`src/rtl/pipe_core.sv`:
```
`default_nettype none
// ============================================================================
//  Module   : pipe_core
//  Purpose  : In-order four-stage (ID, EX, MM, WB) integer pipeline fed by a
//             valid/ready instruction port. Parametrised data width and
//             register count. Detects RAW hazards and stalls on them. Keeps
//             counters for retired instructions and stall cycles.
//  Option   : PIPE_CORE_FORWARD_EN - EX-stage forwarding from MM/WB. With it
//             defined the pipeline never stalls.
//  Revision : 1.0 - initial release
// ============================================================================
module pipe_core #(
    parameter int DW   = 8,
    parameter int NREG = 32
) (
    input  logic                    clk,
    input  logic                    rst,
    input  logic                    instr_valid,
    input  logic [31:0]             instr,
    output logic                    instr_ready,
    output logic                    wb_we,
    output logic [$clog2(NREG)-1:0] wb_rd,
    output logic [DW-1:0]           wb_data,
    output logic [15:0]             retired_cnt,
    output logic [15:0]             stall_cnt
);
    localparam int AW = $clog2(NREG);

    localparam logic [2:0] C_ALU_ADD = 3'd0;
    localparam logic [2:0] C_ALU_SUB = 3'd1;
    localparam logic [2:0] C_ALU_AND = 3'd2;
    localparam logic [2:0] C_ALU_OR  = 3'd3;
    localparam logic [2:0] C_ALU_XOR = 3'd4;
    localparam logic [2:0] C_ALU_SLT = 3'd5;

    // Pipeline state
    logic          id_valid_q;
    logic [31:0]   id_instr_q;
    logic          ex_valid_q, ex_we_q;
    logic [AW-1:0] ex_rd_q;
    logic [2:0]    ex_alu_q;
    logic [DW-1:0] ex_a_q, ex_b_q;
    logic          mm_valid_q, mm_we_q;
    logic [AW-1:0] mm_rd_q;
    logic [DW-1:0] mm_res_q;
    logic          wb_valid_q, wb_we_q;
    logic [AW-1:0] wb_rd_q;
    logic [DW-1:0] wb_data_q;
    logic [15:0]   retired_q, stall_q;
    logic [DW-1:0] rf_q [NREG];

    // Decode fields
    logic [5:0]    w_op, w_funct;
    logic [AW-1:0] w_rs, w_rt, w_rdf, w_dest;
    logic [31:0]   w_imm32;
    logic          w_dec_we, w_use_rs, w_use_rt, w_is_imm;
    logic [2:0]    w_alu;
    logic [DW-1:0] w_rs_val, w_rt_val;
    logic          w_hazard, w_accept;
    logic [DW-1:0] w_ex_a, w_ex_b, w_ex_res;
    logic          w_unused;

    assign w_op    = id_instr_q[31:26];
    assign w_funct = id_instr_q[5:0];
    assign w_rs    = id_instr_q[21 +: AW];
    assign w_rt    = id_instr_q[16 +: AW];
    assign w_rdf   = id_instr_q[11 +: AW];
    assign w_imm32 = {{16{id_instr_q[15]}}, id_instr_q[15:0]};
    assign w_unused = ^{id_instr_q, w_imm32};

    // Instruction decode; unknown opcodes/functs become NOPs with we=0
    always_comb begin
        w_dec_we = 1'b0;
        w_dest   = w_rdf;
        w_use_rs = 1'b0;
        w_use_rt = 1'b0;
        w_is_imm = 1'b0;
        w_alu    = C_ALU_ADD;
        if (w_op == 6'b000000) begin
            w_dec_we = 1'b1;
            w_use_rs = 1'b1;
            w_use_rt = 1'b1;
            case (w_funct)
                6'b100000: w_alu = C_ALU_ADD;
                6'b100010: w_alu = C_ALU_SUB;
                6'b100100: w_alu = C_ALU_AND;
                6'b100101: w_alu = C_ALU_OR;
                6'b100110: w_alu = C_ALU_XOR;
                6'b101010: w_alu = C_ALU_SLT;
                default: begin
                    w_dec_we = 1'b0;
                    w_use_rs = 1'b0;
                    w_use_rt = 1'b0;
                end
            endcase
        end else if (w_op == 6'b001000) begin
            w_dec_we = 1'b1;
            w_dest   = w_rt;
            w_use_rs = 1'b1;
            w_is_imm = 1'b1;
        end
        // r0 is hard-wired, so writes to it are dropped right here
        if (w_dest == '0) w_dec_we = 1'b0;
    end

    // Register read with write-through from the WB stage
    always_comb begin
        w_rs_val = rf_q[w_rs];
        w_rt_val = rf_q[w_rt];
        if (wb_we_q && wb_rd_q == w_rs) w_rs_val = wb_data_q;
        if (wb_we_q && wb_rd_q == w_rt) w_rt_val = wb_data_q;
        if (w_rs == '0) w_rs_val = '0;
        if (w_rt == '0) w_rt_val = '0;
    end

`ifdef PIPE_CORE_FORWARD_EN
    logic [AW-1:0] ex_rs_q, ex_rt_q;

    assign w_hazard = 1'b0;

    // Operand forwarding into EX: MM result wins over WB result
    always_comb begin
        w_ex_a = ex_a_q;
        w_ex_b = ex_b_q;
        if (ex_rs_q != '0) begin
            if (mm_we_q && mm_rd_q == ex_rs_q)      w_ex_a = mm_res_q;
            else if (wb_we_q && wb_rd_q == ex_rs_q) w_ex_a = wb_data_q;
        end
        if (ex_rt_q != '0) begin
            if (mm_we_q && mm_rd_q == ex_rt_q)      w_ex_b = mm_res_q;
            else if (wb_we_q && wb_rd_q == ex_rt_q) w_ex_b = wb_data_q;
        end
    end

    // Source indices carried into EX; zero when the operand is not a register
    always_ff @(posedge clk) begin
        if (rst || w_hazard) begin
            ex_rs_q <= '0;
            ex_rt_q <= '0;
        end else begin
            ex_rs_q <= w_use_rs ? w_rs : '0;
            ex_rt_q <= w_use_rt ? w_rt : '0;
        end
    end
`else
    logic w_hz_rs, w_hz_rt;

    // A producer still in EX or MM is not yet visible to the ID read
    assign w_hz_rs  = w_use_rs && (w_rs != '0) &&
                      ((ex_we_q && ex_rd_q == w_rs) || (mm_we_q && mm_rd_q == w_rs));
    assign w_hz_rt  = w_use_rt && (w_rt != '0) &&
                      ((ex_we_q && ex_rd_q == w_rt) || (mm_we_q && mm_rd_q == w_rt));
    assign w_hazard = id_valid_q && (w_hz_rs || w_hz_rt);
    assign w_ex_a   = ex_a_q;
    assign w_ex_b   = ex_b_q;
`endif

    assign instr_ready = ~rst & (~id_valid_q | ~w_hazard);
    assign w_accept    = instr_valid & instr_ready;

    // EX-stage ALU, all results wrap at DW bits
    always_comb begin
        w_ex_res = '0;
        case (ex_alu_q)
            C_ALU_ADD: w_ex_res = w_ex_a + w_ex_b;
            C_ALU_SUB: w_ex_res = w_ex_a - w_ex_b;
            C_ALU_AND: w_ex_res = w_ex_a & w_ex_b;
            C_ALU_OR:  w_ex_res = w_ex_a | w_ex_b;
            C_ALU_XOR: w_ex_res = w_ex_a ^ w_ex_b;
            C_ALU_SLT: w_ex_res = {{(DW-1){1'b0}}, ($signed(w_ex_a) < $signed(w_ex_b))};
            default:   w_ex_res = '0;
        endcase
    end

    // Pipeline advance: ID holds on hazard while a bubble enters EX
    always_ff @(posedge clk) begin
        if (rst) begin
            id_valid_q <= 1'b0;
            id_instr_q <= '0;
            ex_valid_q <= 1'b0;
            ex_we_q    <= 1'b0;
            ex_rd_q    <= '0;
            ex_alu_q   <= C_ALU_ADD;
            ex_a_q     <= '0;
            ex_b_q     <= '0;
            mm_valid_q <= 1'b0;
            mm_we_q    <= 1'b0;
            mm_rd_q    <= '0;
            mm_res_q   <= '0;
            wb_valid_q <= 1'b0;
            wb_we_q    <= 1'b0;
            wb_rd_q    <= '0;
            wb_data_q  <= '0;
        end else begin
            if (w_accept) begin
                id_valid_q <= 1'b1;
                id_instr_q <= instr;
            end else if (!w_hazard) begin
                id_valid_q <= 1'b0;
            end

            ex_valid_q <= id_valid_q & ~w_hazard;
            ex_we_q    <= id_valid_q & ~w_hazard & w_dec_we;
            ex_rd_q    <= w_dest;
            ex_alu_q   <= w_alu;
            ex_a_q     <= w_rs_val;
            ex_b_q     <= w_is_imm ? w_imm32[DW-1:0] : w_rt_val;

            mm_valid_q <= ex_valid_q;
            mm_we_q    <= ex_we_q;
            mm_rd_q    <= ex_rd_q;
            mm_res_q   <= w_ex_res;

            wb_valid_q <= mm_valid_q;
            wb_we_q    <= mm_we_q;
            wb_rd_q    <= mm_rd_q;
            wb_data_q  <= mm_res_q;
        end
    end

    // Register file: cleared on reset, written at the end of the WB cycle
    always_ff @(posedge clk) begin
        if (rst) begin
            for (int i = 0; i < NREG; i++) rf_q[i] <= '0;
        end else if (wb_we_q) begin
            rf_q[wb_rd_q] <= wb_data_q;
        end
    end

    // Performance counters, free-running and wrapping at 2^16
    always_ff @(posedge clk) begin
        if (rst) begin
            retired_q <= '0;
            stall_q   <= '0;
        end else begin
            if (wb_valid_q) retired_q <= retired_q + 16'd1;
            if (w_hazard)   stall_q   <= stall_q + 16'd1;
        end
    end

    assign wb_we       = wb_we_q;
    assign wb_rd       = wb_rd_q;
    assign wb_data     = wb_data_q;
    assign retired_cnt = retired_q;
    assign stall_cnt   = stall_q;

endmodule
`default_nettype wire

```
`config.mk`:
```
export PLATFORM = sky130hd
export DESIGN_NAME = pipe_core
export DESIGN_NICKNAME = d
export VERILOG_FILES = /design/src/rtl/pipe_core.sv
export SDC_FILE = /design/constraint.sdc
export NUM_CORES = 1
export LEC_CHECK = 0
export BUFFER_PORTS_ARGS = -buffer_cell sky130_fd_sc_hd__buf_2
export CORE_MARGIN = 1.5
export CORE_UTILIZATION = 48
export DETAILED_ROUTE_END_ITERATION = 10
export HOLD_SLACK_MARGIN = 0.1
export PLACE_DENSITY_LB_ADDON = 0.25
export SLEW_MARGIN = 20
export SYNTH_ARGS = -nofsm -noshare
export SYNTH_HDL_FRONTEND = slang
export SYNTH_SLANG_ARGS = --single-unit
```
`constraint.sdc`:
```
create_clock -name clk -period 3.2 [get_ports clk]
set_clock_uncertainty 0.05 [all_clocks]
set_input_delay 0.32 -clock clk [delete_from_list [all_inputs] [get_ports clk]]
set_output_delay 0.32 -clock clk [all_outputs]
set_load 0.01 [all_outputs]
```
==> impl_metrics.env, run 1 <==
export IMPL_crit_slowest_cell="or4_4"
export IMPL_cts_root_buf="clkbuf_16"
export IMPL_gr_total_overflow=0
export IMPL_grt_pass1_vias=13000
export IMPL_worstSetupPathType="reg2reg"
export IMPL_hold_class="in2reg"
export IMPL_die_h_um=207
export IMPL_layout_drive_gt1_share_pct=24.9
export IMPL_arrival_ns=3.46
export IMPL_die_x_um=207
export IMPL_ioPinCount=82
export IMPL_yosysUniqueCellTypes=61
export IMPL_grt_util_all_layers_pct=24.3
export IMPL_fin_tns_setup_ns=0
export IMPL_num_fill_cells=3356
export IMPL_nets=1717
export IMPL_mostFrequentLayoutCell="and2_1"
export IMPL_routed_via_density=5.88
export IMPL_coreArea_sq_um=40900
export IMPL_io_buffer_count=78
export IMPL_ys_seq_area_share_pct=50.8
export IMPL_clkTransAtPathRegs_ns=0.06
export IMPL_status="complete, no violations"
export IMPL_synth_edf_count=256
export IMPL_place_area_sq_um=21100
export IMPL_final_core_util_pct=55.6
export IMPL_syn_nets=1622
export IMPL_max_freq_ghz=0.327
export IMPL_ir_worst_vdd_mv=0.311
export IMPL_worst_path_most_repeated_cell="or4_4"
export IMPL_antenna_left=0
export IMPL_hold_viol_final=0
export IMPL_endpoint_kind="flip-flop"
export IMPL_clkLatencyLatePin_ns=0.56
export IMPL_design_area_sq_um=22700
export IMPL_drc=0
export IMPL_p_leak_nw=8.26
export IMPL_syn_area_per_cell_sq_um=12.8
export IMPL_grt_max_degree=93
export IMPL_seqCellArea_sq_um=10200
export IMPL_syn_area_sq_um=20000
export IMPL_finalCritPeriodShare_pct=95.7
export IMPL_rows=74
export IMPL_routed_wl_mm=50.7
export IMPL_start_util_pct=48.8
export IMPL_max_stage_delay_ns=0.58
export IMPL_clock_path_buffers=3
export IMPL_slew_viol_final=0
export IMPL_tightestPinTransition_ns=1.09
export IMPL_dominantRegCellSynth="edfxtp_1"
export IMPL_antenna_cells=0
export IMPL_grt_pass1_wl_mm=77.3
export IMPL_wire_per_inst_um=22.9
export IMPL_syn_to_final_growth_pct=13.9
export IMPL_drtPass1Iterations=5
export IMPL_drt_iter0_drc=1207
export IMPL_rsz0062_at_grt="false"
export IMPL_cts_max_level=2
export IMPL_slew_headroom_pct=27.0
export IMPL_worst_path_max_fanout=39
export IMPL_required_ns=3.60
export IMPL_min_period_ns=3.06
export IMPL_r2r_slack_ns=0.14
export IMPL_cts_tree="built"
export IMPL_cts_buffers=41
export IMPL_cp_cell_sequence="or4_4 > or4_4 > a2111oi_4 > a32oi_4 > nor4_1 > mux2_1"
export IMPL_num_vias=13000
export IMPL_setup_viol=0
export IMPL_path_buf_inv=0
export IMPL_multi_input_area_sq_um=9220
export IMPL_cap_violations=0
export IMPL_crit_family="simple AND/OR/NAND/NOR gates"
export IMPL_dp_hpwl_mm=35.0
export IMPL_cellPowerDensity_nw_per_um2=504
export IMPL_routabilityCongestion=0.842
export IMPL_clock_sinks=379
export IMPL_ys_warn_count=0
export IMPL_synthArstFlopShare_pct=0
export IMPL_final_cell_mix="and2_1, edfxtp_1, mux4_2"
export IMPL_ys_seq_elements=379
export IMPL_synthCells=1559
export IMPL_die_area_sq_um=42800
export IMPL_antenna_found_initial=0
export IMPL_startpoint_type="flip-flop"
-- synthesized netlist by cell type, drive strengths merged, types with 10 or more instances --
master / number / share of area, %
and2: 260 / 8.1
edfxtp: 256 / 39
mux4: 160 / 18
dfxtp: 123 / 12
clkbuf: 106 / 2.0
nor2: 92 / 1.7
o21ai: 50 / 1.3
a21oi: 39 / 0.98
nand2b: 37 / 1.2
nand3: 35 / 0.88
or2: 33 / 1.0
inv: 30 / 0.56
nand4b: 29 / 1.3
xnor2: 28 / 1.2
nor2b: 27 / 0.85
ha: 26 / 1.6
nand2: 26 / 0.49
xor2: 21 / 0.92
buf: 20 / 0.46
mux2i: 19 / 0.95
or4: 16 / 0.64
o31ai: 14 / 0.53
a211oi: 10 / 0.38
nand4: 10 / 0.31
-- through the flow --
stage | instances | setup slack (ns) | hold slack, ns | power, mW
2_1_floorplan | 1559 | 0.310 | 0.364 | 6.45
4_1_cts | 2218 | 0.105 | 0.237 | 11.5
3_3_place_gp | 2114 | 0.171 | 0.368 | 6.84
6_report | 2218 | 0.138 | 0.279 | 11.5
5_1_grt | 2218 | 0.0173 | 0.297 | 11.8
3_5_place_dp | 2114 | 0.124 | 0.378 | 6.87
-- area by class of cell --
class | count | share of cell area, %
clock buffers | 59 | 5.29
repair buffers | 178 | 5.58
flip-flops and latches | 379 | 44.7
inverters | 31 | 0.512
well taps | 532 | 2.93
clock inverters | 16 | 0.462
multi-input cells | 1023 | 40.6
-- worst register-to-register path, cell delays in order (launching register included) --
cell       delay [ns]
dfxtp_1          0.31
or4_4            0.58
or4_4            0.56
a2111oi_4        0.34
a32oi_4          0.30
nor4_1           0.48
mux2_1           0.35
-- flip-flops by register name, indices dropped and copies added, names as in the netlist, named ones only --
name and cells:
ex_a_q 8, ex_rd_q 5, id_instr_q 29, mm_res_q 8
wb_valid_q 1, ex_valid_q 1, ex_alu_q 3, rf_q 256
ex_we_q 1, stall_cnt 16, wb_rd 5, id_valid_q 1
retired_cnt 16, wb_data 8, wb_we 1, mm_rd_q 5
mm_we_q 1, mm_valid_q 1, ex_b_q 8
-- metal layers --
metal | GRT usage [%] | wire (um) | vias to the layer above
li1 | - | - | 5974
met1 | 31.7 | 20500 | 6495
met2 | 41.4 | 25100 | 496
met3 | 4.35 | 3720 | 82
met4 | 7.37 | 1410 | 0
met5 | 0 | 0 | -
-- cell families (layout without fill, tap and decap cells) --
group	after synthesis	after routing	share of synthesized area, %
multiplexers	182	182	19.2
buffers and inverters	157	284	3.04
adder cells (fa/ha/maj)	28	28	1.83
XOR/XNOR	49	49	2.15
flip-flops	379	379	50.8
AND/OR/NAND/NOR	610	610	18.1
AO/OA/AOI/OAI	154	154	4.91
-- report_power, final --
part	internal [mW]	switching, mW
registers	5.39	0.171
logic	0.585	0.654
clock network	2.70	1.97
-- worst paths after layout --
kind | endpoint | startpoint | depth (start not counted)
setup / recovery | stall_cnt[15]$_SDFFE_PP0P_ | id_instr_q[31]$_SDFFE_PP0P_ | 6
hold / removal | id_valid_q$_SDFFE_PP0P_ | instr_valid | 3
setup reg to reg | stall_cnt[15]$_SDFFE_PP0P_ | id_instr_q[31]$_SDFFE_PP0P_ | 6
hold reg to reg | wb_valid_q$_SDFF_PP0_ | mm_valid_q$_SDFF_PP0_ | 1
-- repair_timing --
| action | CTS | global route |
|---|---|---|
| hold buffers | 29 | 0 |
| endpoints found under the hold margin | 34 | 0 |
| setup buffers | 0 | 0 |
| resized for setup | 0 | 2 |
| setup endpoints to repair | 0 | 3 |
Note: power is estimated with default switching activity, not from simulation.
==> run 2: changes to the inputs <==
Settings changed: CELL_PAD_IN_SITES_DETAIL_PLACEMENT from default to 1, CELL_PAD_IN_SITES_GLOBAL_PLACEMENT from default to 1, SKIP_LAST_GASP from default to 1.
==> impl_metrics.env, run 2 (synthesized netlist as in run 1, its figures left out) <==
export IMPL_status="complete, no violations"
export IMPL_antenna_found_initial=1
export IMPL_tightestPinTransition_ns=1.13
export IMPL_clock_path_buffers=3
export IMPL_routed_wl_mm=58.6
export IMPL_routabilityCongestion=0.857
export IMPL_max_freq_ghz=0.322
export IMPL_coreArea_sq_um=40900
export IMPL_num_vias=13600
export IMPL_slew_headroom_pct=24.4
export IMPL_ioPinCount=82
export IMPL_clkLatencyLatePin_ns=0.57
export IMPL_die_area_sq_um=42800
export IMPL_antenna_cells=0
export IMPL_die_x_um=207
export IMPL_worstSetupPathType="reg2reg"
export IMPL_nets=1719
export IMPL_crit_slowest_cell="or4_4"
export IMPL_worst_path_max_fanout=22
export IMPL_p_sw_share_pct=25.0
export IMPL_p_leak_nw=8.28
export IMPL_switchingPower_mw=2.91
export IMPL_r2r_start="id_instr_q[31]$_SDFFE_PP0P_"
export IMPL_io_buffer_count=78
export IMPL_drt_iter0_drc=1170
export IMPL_holdPathStages=3
export IMPL_largest_reg_flops=256
export IMPL_worst_slack_ns=0.0943
export IMPL_p_comb_share_pct=11.0
export IMPL_ir_worst_vdd_mv=0.306
export IMPL_antenna_left=0
export IMPL_arrival_ns=3.54
export IMPL_clock_sinks=379
export IMPL_dp_hpwl_mm=39.9
export IMPL_slew_viol_final=0
export IMPL_cap_violations=0
export IMPL_finalCritPeriodShare_pct=97.1
export IMPL_cts_tree="built"
export IMPL_grt_pass1_vias=14500
export IMPL_min_period_ns=3.11
export IMPL_max_stage_delay_ns=0.55
export IMPL_gr_total_overflow=0
export IMPL_worstSetupStartpoint="id_instr_q[31]$_SDFFE_PP0P_"
export IMPL_layout_drive_gt1_share_pct=25.3
export IMPL_fin_tns_setup_ns=0
export IMPL_rsz0062_at_grt="true"
export IMPL_r2r_slack_ns=0.09
export IMPL_crit_path_end="stall_cnt[9]$_SDFFE_PP0P_"
export IMPL_clkTransAtPathRegs_ns=0.06
export IMPL_rows=74
export IMPL_routed_via_density=6.14
export IMPL_cellPowerDensity_nw_per_um2=511
export IMPL_startpoint_type="flip-flop"
export IMPL_drtPass1Iterations=5
export IMPL_final_cell_mix="and2_1, edfxtp_1, mux4_2"
export IMPL_syn_to_final_growth_pct=14.3
export IMPL_drc=0
export IMPL_die_h_um=207
export IMPL_grt_max_degree=166
export IMPL_share_seq_of_total_power_pct=47.8
export IMPL_post_cts_buffers=0
export IMPL_grt_util_all_layers_pct=28.0
export IMPL_post_place_ws_ns=0.0897
export IMPL_setup_viol=0
export IMPL_cp_cell_sequence="or4_4 > or4_4 > a2111oi_4 > a32oi_4 > buf_12 > or4_1 > a21oi_1"
export IMPL_required_ns=3.63
export IMPL_largest_register="rf_q"
export IMPL_grt_pass1_wl_mm=89.1
export IMPL_hold_slack_ns=0.264
export IMPL_reg_largest_list="rf_q x256, id_instr_q x29"
export IMPL_start_util_pct=48.8
export IMPL_p_clk_share_pct=41.2
export IMPL_cts_max_level=2
export IMPL_r2r_end="stall_cnt[9]$_SDFFE_PP0P_"
export IMPL_p_int_mw=8.75
export IMPL_r2r_cells=7
export IMPL_mostFrequentLayoutCell="and2_1"
export IMPL_endpoint_kind="flip-flop"
export IMPL_wire_per_inst_um=26.4
export IMPL_power_mw=11.7
export IMPL_worst_path_most_repeated_cell="or4_4"
export IMPL_cts_buffers=43
export IMPL_cts_root_buf="clkbuf_16"
export IMPL_hold_class="in2reg"
export IMPL_hold_viol_final=0
==> run 2: cell types whose count changed in the layout (fill, tap and decap cells not counted), moves of 2 or more <==
cell        previous run  this run
buf_12                 4         6
clkbuf_1              10         5
clkbuf_16             45        43
clkbuf_8               2        10
clkinvlp_4             1         3
==> run 2: per-stage QoR <==
step	instances	instance area (sq um)	util (%)
finish	2219	22800	55.7
global route	2219	22800	55.7
CTS	2219	22800	55.7
detailed placement	2114	21200	51.7
global placement	2114	21200	51.7
floorplan	1559	20000	-
==> run 2: area by class of cell <==
type	count	area [sq um]
clock buffer	58	1230
clock inverter	18	120
fill	4045	18100
inverter	31	116
multi-input combinational	1023	9220
sequential	379	10200
tap	532	666
timing repair buffer	178	1290
==> run 2: worst min path at each step <==
| stage | from | to | slack (ns) |
|---|---|---|---|
| after floorplan | ex_valid_q$_SDFF_PP0_ | mm_valid_q$_SDFF_PP0_ | 0.36 |
| after global placement | mm_res_q[3]$_SDFF_PP0_ | wb_data[3]$_SDFF_PP0_ | 0.37 |
| after detailed placement | mm_res_q[4]$_SDFF_PP0_ | wb_data[4]$_SDFF_PP0_ | 0.38 |
| after CTS | instr_valid | id_valid_q$_SDFFE_PP0P_ | 0.22 |
| after global routing | instr_valid | id_valid_q$_SDFFE_PP0P_ | 0.30 |
| final | instr_valid | id_valid_q$_SDFFE_PP0P_ | 0.26 |
==> run 2: worst max-delay path, delay by kind of cell, from the launching register on <==
family / cells / cell delay, ns
buffers and inverters: 1 / 0.27
AOI/OAI and AO/OA: 3 / 0.78
DFF: 1 / 0.31
and+or+nand+nor: 3 / 1.61
==> run 2: layer usage <==
layer  track usage [%]  wire (um)
met1              36.3      23800
met2              48.4      29400
met3              4.19       3540
met4              9.25       1800
met5                 0          0
==> run 2: what timing repair did <==
item	4_1_cts	5_1_grt
endpoints found under the hold margin	34	0
hold buffers	29	0
resized for setup	0	2
endpoints found under the setup margin	0	24
==> run 2: power groups by stage <==
stage | Sequential (mW) | Clock [mW] | Combinational [mW]
floorplan | 5.57 | 0 | 0.880
global placement | 5.65 | 0 | 1.21
detailed placement | 5.67 | 0 | 1.24
CTS | 5.58 | 4.87 | 1.28
global route | 5.60 | 5.04 | 1.36
finish | 5.58 | 4.80 | 1.28
